### src/rtl/picorv32_mem_prefetch_buffer.sv
// picorv32_mem_prefetch_buffer
// Single-line instruction prefetch buffer between the PicoRV32 native memory
// port (cpu_*) and the downstream adapter (mem_*). Cacheable instruction
// fetches are served from one LINE_WORDS-word line that is filled
// critical-word-first with wrap-around inside the aligned line; data reads,
// writes and non-cacheable fetches pass straight through.
// Optional: define PREFETCH_STATS_EN to add saturating hit/miss counters
// (stat_hits / stat_misses).
module picorv32_mem_prefetch_buffer #(
    parameter int          LINE_WORDS     = 4,
    parameter logic [31:0] CACHEABLE_BASE = 32'h0000_0000,
    parameter logic [31:0] CACHEABLE_MASK = 32'hF000_0000
) (
    input  logic        clk,
    input  logic        resetn,
    input  logic        flush,
    input  logic        cpu_mem_valid,
    input  logic        cpu_mem_instr,
    output logic        cpu_mem_ready,
    input  logic [31:0] cpu_mem_addr,
    input  logic [31:0] cpu_mem_wdata,
    input  logic [3:0]  cpu_mem_wstrb,
    output logic [31:0] cpu_mem_rdata,
    output logic        mem_valid,
    output logic        mem_instr,
    input  logic        mem_ready,
    output logic [31:0] mem_addr,
    output logic [31:0] mem_wdata,
    output logic [3:0]  mem_wstrb,
    input  logic [31:0] mem_rdata
`ifdef PREFETCH_STATS_EN
    ,
    output logic [31:0] stat_hits,
    output logic [31:0] stat_misses
`endif
);

    localparam int IDX_W = $clog2(LINE_WORDS);
    localparam int TAG_W = 30 - IDX_W;

    typedef enum logic [2:0] {
        ST_IDLE,
        ST_HIT_RSP,
        ST_PASS,
        ST_FILL,
        ST_FILL_GAP,
        ST_WAIT_DROP
    } state_t;

    state_t state;
    state_t state_nxt;

    logic [TAG_W-1:0]      tag_q;
    logic [31:0]           line_q [LINE_WORDS];
    logic [LINE_WORDS-1:0] vbits_q;
    logic [IDX_W-1:0]      fill_cnt_q;    // words received so far in this fill
    logic                  crit_pend_q;   // requested word not yet handed to the core
    logic                  flush_pend_q;  // flush seen while a fill word was in flight

    logic [TAG_W-1:0] req_tag;
    logic [IDX_W-1:0] req_idx;
    logic [TAG_W-1:0] mem_tag;
    logic [IDX_W-1:0] mem_idx;

    logic fetch_req;
    logic line_hit;
    logic sample;
    logic cls_hit;
    logic cls_fill;
    logic cls_pass;
    logic xfer;
    logic fill_stop;
    logic fill_last;

    assign req_tag = cpu_mem_addr[31:2+IDX_W];
    assign req_idx = cpu_mem_addr[IDX_W+1:2];
    assign mem_tag = mem_addr[31:2+IDX_W];
    assign mem_idx = mem_addr[IDX_W+1:2];

    // State register
    always_ff @(posedge clk or negedge resetn) begin
        if (!resetn) state <= ST_IDLE;
        else         state <= state_nxt;
    end

    // Next-state logic
    always_comb begin
        state_nxt = state;
        case (state)
            ST_IDLE: begin
                if (cls_hit)       state_nxt = ST_HIT_RSP;
                else if (cls_fill) state_nxt = ST_FILL;
                else if (cls_pass) state_nxt = ST_PASS;
            end
            ST_HIT_RSP:   state_nxt = ST_WAIT_DROP;
            ST_PASS:      if (xfer) state_nxt = ST_WAIT_DROP;
            ST_FILL: begin
                // A fill cut short before the critical word arrived still
                // owes the core its ready pulse, so it needs the drop cycle.
                if (xfer) begin
                    if (!fill_last)       state_nxt = ST_FILL_GAP;
                    else if (crit_pend_q) state_nxt = ST_WAIT_DROP;
                    else                  state_nxt = ST_IDLE;
                end
            end
            ST_FILL_GAP:  state_nxt = fill_stop ? ST_IDLE : ST_FILL;
            // Hold while the ready pulse is out, then one more cycle so the
            // core can retract or replace its request.
            ST_WAIT_DROP: if (!cpu_mem_ready) state_nxt = ST_IDLE;
            default:      state_nxt = ST_IDLE;
        endcase
    end

    // Request classification and transfer strobes steering the datapath
    always_comb begin
        fetch_req = cpu_mem_instr && (cpu_mem_wstrb == 4'b0000) &&
                    ((cpu_mem_addr & CACHEABLE_MASK) == CACHEABLE_BASE);
        // A same-cycle flush turns a would-be hit into a miss.
        line_hit  = fetch_req && (tag_q == req_tag) && vbits_q[req_idx] && !flush;
        sample    = (state == ST_IDLE) && cpu_mem_valid && !cpu_mem_ready;
        cls_hit   = sample && line_hit;
        cls_fill  = sample && fetch_req && !line_hit;
        cls_pass  = sample && !fetch_req;
        xfer      = mem_valid && mem_ready;
        fill_stop = flush || flush_pend_q;
        fill_last = (fill_cnt_q == IDX_W'(LINE_WORDS - 1)) || fill_stop;
    end

    // Line storage, downstream request registers and core response registers
    always_ff @(posedge clk or negedge resetn) begin
        if (!resetn) begin
            cpu_mem_ready <= 1'b0;
            cpu_mem_rdata <= '0;
            mem_valid     <= 1'b0;
            mem_instr     <= 1'b0;
            mem_addr      <= '0;
            mem_wdata     <= '0;
            mem_wstrb     <= '0;
            tag_q         <= '0;
            vbits_q       <= '0;
            fill_cnt_q    <= '0;
            crit_pend_q   <= 1'b0;
            flush_pend_q  <= 1'b0;
            for (int i = 0; i < LINE_WORDS; i++) line_q[i] <= '0;
        end else begin
            cpu_mem_ready <= 1'b0;

            if (flush && state != ST_FILL && state != ST_FILL_GAP)
                vbits_q <= '0;

            if (cls_hit) begin
                cpu_mem_ready <= 1'b1;
                cpu_mem_rdata <= line_q[req_idx];
            end

            if (cls_pass) begin
                mem_valid <= 1'b1;
                mem_instr <= cpu_mem_instr;
                mem_addr  <= cpu_mem_addr;
                mem_wdata <= cpu_mem_wdata;
                mem_wstrb <= cpu_mem_wstrb;
            end

            if (cls_fill) begin
                tag_q        <= req_tag;
                vbits_q      <= '0;
                mem_valid    <= 1'b1;
                mem_instr    <= 1'b1;
                mem_wstrb    <= 4'b0000;
                mem_addr     <= {cpu_mem_addr[31:2], 2'b00};
                fill_cnt_q   <= '0;
                crit_pend_q  <= 1'b1;
                flush_pend_q <= 1'b0;
            end

            if (state == ST_PASS && xfer) begin
                mem_valid     <= 1'b0;
                cpu_mem_ready <= 1'b1;
                cpu_mem_rdata <= mem_rdata;
                if ((mem_wstrb != 4'b0000) && (mem_tag == tag_q))
                    vbits_q <= '0;
            end

            if (state == ST_FILL) begin
                if (flush) flush_pend_q <= 1'b1;
                if (xfer) begin
                    mem_valid       <= 1'b0;
                    line_q[mem_idx] <= mem_rdata;
                    fill_cnt_q      <= fill_cnt_q + 1'b1;
                    if (fill_stop) begin
                        vbits_q      <= '0;
                        flush_pend_q <= 1'b0;
                    end else begin
                        vbits_q[mem_idx] <= 1'b1;
                    end
                    // Early restart: the requested word goes to the core as
                    // soon as it lands.
                    if (crit_pend_q) begin
                        cpu_mem_ready <= 1'b1;
                        cpu_mem_rdata <= mem_rdata;
                        crit_pend_q   <= 1'b0;
                    end
                end
            end

            if (state == ST_FILL_GAP) begin
                if (fill_stop) begin
                    vbits_q      <= '0;
                    flush_pend_q <= 1'b0;
                end else begin
                    mem_valid             <= 1'b1;
                    mem_addr[IDX_W+1:2]   <= mem_idx + 1'b1;
                end
            end
        end
    end

`ifdef PREFETCH_STATS_EN
    // Saturating hit/miss counters; only reset clears them
    always_ff @(posedge clk or negedge resetn) begin
        if (!resetn) begin
            stat_hits   <= '0;
            stat_misses <= '0;
        end else begin
            if (cls_hit && stat_hits != 32'hFFFF_FFFF)
                stat_hits <= stat_hits + 1'b1;
            if (cls_fill && stat_misses != 32'hFFFF_FFFF)
                stat_misses <= stat_misses + 1'b1;
        end
    end
`endif

endmodule

### config.mk
export PLATFORM = sky130hd
export DESIGN_NAME = picorv32_mem_prefetch_buffer
export DESIGN_NICKNAME = d
export VERILOG_FILES = /design/src/rtl/picorv32_mem_prefetch_buffer.sv
export SDC_FILE = /design/constraint.sdc
export NUM_CORES = 1
export LEC_CHECK = 0
export BUFFER_PORTS_ARGS = -buffer_cell sky130_fd_sc_hd__buf_2
export CAP_MARGIN = 5
export CELL_PAD_IN_SITES_DETAIL_PLACEMENT = 0
export CELL_PAD_IN_SITES_GLOBAL_PLACEMENT = 1
export CORE_ASPECT_RATIO = 0.75
export CORE_MARGIN = 2
export CORE_UTILIZATION = 35
export DETAILED_ROUTE_END_ITERATION = 10
export GPL_ROUTABILITY_DRIVEN = 0
export PLACE_DENSITY = 0.61
export SYNTH_ARGS = -nofsm -noshare
export SYNTH_HDL_FRONTEND = slang
export SYNTH_SLANG_ARGS = --single-unit
### constraint.sdc
create_clock -name clk -period 5.7 [get_ports clk]
set_clock_uncertainty 0.15 [all_clocks]
set_input_delay 0.285 -clock clk [delete_from_list [all_inputs] [get_ports clk]]
set_output_delay 0.285 -clock clk [all_outputs]
set_load 0.05 [all_outputs]
Word-level counts from Yosys, hierarchy flattened
Index checks and enable logic that the tools add are counted.
{ "classes": {"eq_ne": 14, "reduce_logical": 31, "n_bitwise": 3, "n_mux": 68, "n_lt_le_gt_ge": 6, "addsub": 2} }
{ "op_table": {"columns": ["cell", "count"], "rows": [
  ["$mux W32", 10],
  ["$bwmux W128", 1],
  ["$bmux W32 S2", 1],
  ["$demux W32 S2", 1],
  ["$eq A28 B28 Y1", 2],
  ["$mux W4", 11],
  ["$logic_not A32 Y1", 1],
  ["$mux W1", 27],
  ["$mux W3", 8],
  ["$logic_and A1 B1 Y1", 18],
  ["$pmux W3 S6", 1],
  ["$mux W2", 6],
  ["$eq A3 B2 Y1 const B", 2],
  ["$eq A3 B3 Y1 const B", 2],
  ["$ge A3 B3 Y1 const B", 2],
  ["$lt A2 B3 Y1 const B", 2],
  ["$ne A2 B2 Y1 const B", 3],
  ["$not A2 Y3", 2],
  ["$add A2 B1 Y2 const B", 2],
  ["$logic_not A1 Y1", 4],
  ["$logic_not A4 Y1", 1],
  ["$ne A4 B4 Y1 const B", 1],
  ["$or A4 B4 Y4", 1],
  ["$reduce_and A4 Y1", 1],
  ["other kinds (13)", 14]
]} }
{ "word_totals": {"elab_cells": 142, "out_inout_bits": 103, "inputBits": 106, "register_bits": 270} }

Logic depth before layout (Yosys ltp)
{ "logic_depth": {"depth_word": 17, "depth_mapped": 9, "depth_no_buf": 6} }

Worst setup path after synthesis
OpenSTA, ideal clock, no wires.
{ "synth_path": {"kind": "register to register", "startpoint": "register cpu_mem_ready", "endpoint": "register tag_q[0]", "synth_period_minus_slack_ns": 2.732, "slack_ns": 2.968, "t_arrival_ns": 2.455, "path_stages_with_launch": 9, "setup_ns": 0.128, "path_cell_list": "dfrtp_1 nand2b_1 or4_1 clkbuf_1 nor2_1 o41a_1 buf_2 buf_2 mux2_1"} }
{ "synth_between": {"elab_chain_len": 4} }
{ "synth_lines": {"columns": ["element", "line", "text"], "rows": [
  ["start, declared", "19", "output logic cpu_mem_ready,"],
  ["start signal, assigned", "132", "cpu_mem_ready <= 1'b0;"],
  ["start signal, assigned", "146", "cpu_mem_ready <= 1'b0;"],
  ["start signal, assigned", "152", "cpu_mem_ready <= 1'b1;"],
  ["$logic_not A1 Y1", "120", "sample = (state == ST_IDLE) && cpu_mem_valid && !cpu_mem_ready;"],
  ["$logic_and A1 B1 Y1", "120", null],
  ["$logic_and A1 B1 Y1 (2 in series)", "122", "cls_fill = sample && fetch_req && !line_hit;"],
  ["end signal, assigned", "165", "tag_q <= req_tag;"],
  ["end, declared", "53", "logic [TAG_W-1:0] tag_q;"]
]} }
No other way between the ends.
A chain may end at the register's enable or synchronous reset.

Final worst setup path
{ "layout_path": {"startpoint": "register tag_q[11]", "endpoint": "register mem_addr[6]"} }
{ "layout_between": {"elab_chain_len": 7, "word_cells_on_any_way": 8, "cone_classes": "eq/ne: 1; mux: 1; reduce/logical: 6"} }
{ "layout_lines": {"columns": ["element", "line", "text"], "rows": [
  ["$eq A28 B28 Y1 (*)", "119", "line_hit = fetch_req && (tag_q == req_tag) && vbits_q[req_idx] && !flush;"],
  ["$logic_and A1 B1 Y1 (*) (3 in series)", "119", null],
  ["$logic_not A1 Y1 (*)", "122", null],
  ["$logic_and A1 B1 Y1 (*)", "122", null],
  ["$mux W32 or $reduce_bool A2 Y1 (tied branches)", null, null],
  ["end signal, assigned", "159", "mem_addr <= cpu_mem_addr;"],
  ["end signal, assigned", "170", "mem_addr <= {cpu_mem_addr[31:2], 2'b00};"],
  ["end signal, assigned by index", "212", "mem_addr[IDX_W+1:2] <= mem_idx + 1'b1;"],
  ["end, declared", "27", "output logic [31:0] mem_addr,"]
]} }
Every way passes the cells marked *; elsewhere a longest branch is shown, timed or not.

==> qor.yml <==
status: "complete, no violations"
fmax_ghz: 0.266
met1_length_um: 14600
dr_wl_met2_um: 13400
path_cells: "xor2_1 -> nor4_1 -> nand4_1 -> or4_1 -> nand2_1 -> buf_4 -> mux2_1"
wire_per_inst_um: 18.4
worst_slack_ns: 1.94
grt_overflow: 0
avgSynthCellArea_um2: 14.3
core_area_um2: 33700
worst_slew_pin_slew_ns: 0.968
io_buffers: 208
max_stage_delay_ns: 0.74
clk_latency_ns: 0.57
slew_headroom: 0.355
nFillCells: 3113
die_w_um: 218
cts_buffers: 30
rows: 58
critical_path_arrival_ns: 4.04
path_class: "flip-flop to flip-flop"
p_int_mw: 4.82
synth-seq-cells: 270
grt_setup_unrepaired: "no"
top_layer_used: "met4"
comb_power_share: 0.397
grt_pass1_wl_um: 47800
grt_usage: 0.171
grt_pass1_vias: 8261
critical_path.startpoint_type: "flip-flop"
ys.flop_type: "dfrtp_1"
setup_viol: 0
area_delta_synth_final_pct: 28.7
hold_viol: 0
end_kind: "flip-flop"
min_period_ns: 3.76
initial_core_util: 0.357
p_leak_nw: 7.35
drtAntennaViolNets: 0
grt_max_degree: 165
h-tree-depth: 1
cts_resized: 0
power_density_nw_per_um2: 526
num_vias: 7829
netlist.area_leader.share: 0.561
crit_buf_inv: 1
layout-drive-gt1-share: 0.390
required_ns: 5.98
netSwitchingFraction: 0.409
first_pass_iters: 4
synth_area_leaders: "dfrtp_1 (56%), mux2_2 (14%), mux4_2 (6.0%)"
slew_viol_final: 0
dp_hpwl_um: 18600
ios: 209
clockBufferDepth: 3
critPathTopFamily: "simple AND/OR/NAND/NOR gates"
async_flop_share: 1.00
dpl_worst_slack_ns: 1.90
ys_warn_count: 0
tns_ns: 0
syn-cell-area_um2: 12000
die_y_um: 165
drc: 0
yosys-top-cells-count: "dfrtp_1 (270), mux2_2 (155), mux2_1 (57), a21oi_1 (40), nor2_1 (39)"
sequentialPowerShare: 0.379
vdd_drop_max_uv: 337
yosysTopAreaCell: "dfrtp_1"
ys_seq_area_frac: 0.561
cts.sinks: 270
cts.clk_slew.worst_paths_ns: 0.06
synth_nets: 956
synth-edff-count: 0
synthCells: 845
maxCapViolations: 0
drt_iter0_markers: 365
wl_um: 29900
synthMostInstantiatedCell: "dfrtp_1"
cts_tree: "built"
wl_met3_um: 1300
p_switching_mw: 3.34
clkPwrFrac: 0.224
nNetsFinal: 1265
crit_slowest_cell: "nand2_1"
hp-class: "input port to flip-flop"
antenna_found_initial: 3
root_buffer: "clkbuf_16"
postCtsSetupRepairBufs: 0
worstPathMaxFanout: 20
vias_per_cell: 4.81
dieArea_um2: 35900
synth.distinct_cells: 46
fin_crit_sh: 0.660
==> logic make-up (layout without fill, tap and decap cells) <==
group,count (synthesis),after routing,synth area share
multiplexers,277,277,0.287
flip-flops,270,270,0.561
AND/OR/NAND/NOR,121,121,0.0547
AO/OA/AOI/OAI,64,64,0.0322
XOR/XNOR,55,55,0.0400
buffers and inverters,53,382,0.0202
adder cells (fa/ha/maj),5,5,0.00519
other,0,3,0
==> power groups by stage <==
stage / Combinational [mW] / Clock [mW] / Sequential [mW]
after floorplan: 1.18 / 0 / 4.30
after global placement: 3.18 / 0 / 3.11
after detailed placement: 3.21 / 0 / 3.13
after CTS: 3.27 / 1.89 / 3.10
after global routing: 3.45 / 1.97 / 3.20
final: 3.24 / 1.83 / 3.10
==> per-stage QoR <==
step                hold slack [ns]  power [mW]  instances  instance area [µm²]   util
floorplan                    -0.161        5.48        845                12000      -
global placement              0.262        6.29       1470                13600  0.402
detailed placement            0.245        6.34       1470                13600  0.402
CTS                          0.0165        8.26       1624                15500  0.459
global route                 0.0650        8.62       1626                15500  0.459
finish                       0.0463        8.16       1627                15500  0.459
==> worst register-to-register path: stages (launching register included) <==
cell     delay (ns)
dfrtp_1        0.41
xor2_1         0.17
nor4_1         0.47
nand4_1        0.34
or4_1          0.66
nand2_1        0.74
buf_4          0.36
mux2_1         0.35
==> cells in the final DEF, fill, tap and decap left out, types with 22 or more instances in the layout <==
cell type	netlist	routed
xor2_1	38	38
mux2i_1	32	32
nor2_1	39	39
a21oi_1	40	40
dfrtp_1	270	270
mux4_2	32	32
nand2_1	22	22
clkbuf_16	0	30
dlygate4sd3_1	0	102
mux2_1	57	57
mux2_2	155	155
buf_2	5	207
==> sequential cells by signal, summed over array words and instances, names as in the netlist <==
name	cells
mem_valid	1
cpu_mem_rdata	32
mem_addr	32
crit_pend_q	1
state	3
mem_instr	1
fill_cnt_q	2
mem_wdata	32
tag_q	28
flush_pend_q	1
line_q	128
mem_wstrb	4
cpu_mem_ready	1
vbits_q	4
==> cell type report <==
type	instances	area [µm²]	area share
clock inverter	7	50.0	0.00323
timing repair buffer	322	2170	0.140
antenna	3	7.51	0.000484
sequential	270	6760	0.436
multi-input combinational	522	5050	0.326
clock buffer	45	867	0.0560
tap	450	563	0.0363
inverter	8	30.0	0.00194
==> final timing paths <==
path / startpoint / endpoint / slack (ns) / cells after the start
setup / recovery: tag_q[11]$_DFFE_PN0P_ / mem_addr[6]$_DFFE_PN0P_ / 1.94 / 7
setup reg to reg: tag_q[11]$_DFFE_PN0P_ / mem_addr[6]$_DFFE_PN0P_ / 1.94 / 7
min in group asynchronous: resetn / tag_q[11]$_DFFE_PN0P_ / 0.21 / 2
hold reg to reg: fill_cnt_q[0]$_DFF_PN0_ / fill_cnt_q[0]$_DFF_PN0_ / 0.34 / 1
max in group asynchronous: resetn / line_q[94]$_DFFE_PN0P_ / 3.79 / 3
hold / removal: cpu_mem_valid / mem_wstrb[0]$_DFFE_PN0P_ / 0.05 / 5
==> routing by layer <==
metal	up-vias	track usage
met5	-	0
met3	40	0.0328
met2	137	0.264
met1	3963	0.250
li1	3689	-
met4	0	0.0371
==> timing repair <==
action / in CTS / in global routing
setup endpoints to repair: 0 / 0
hold endpoints to repair: 360 / 0
hold buffers: 102 / 0
Note: power is estimated with default switching activity, not from simulation.
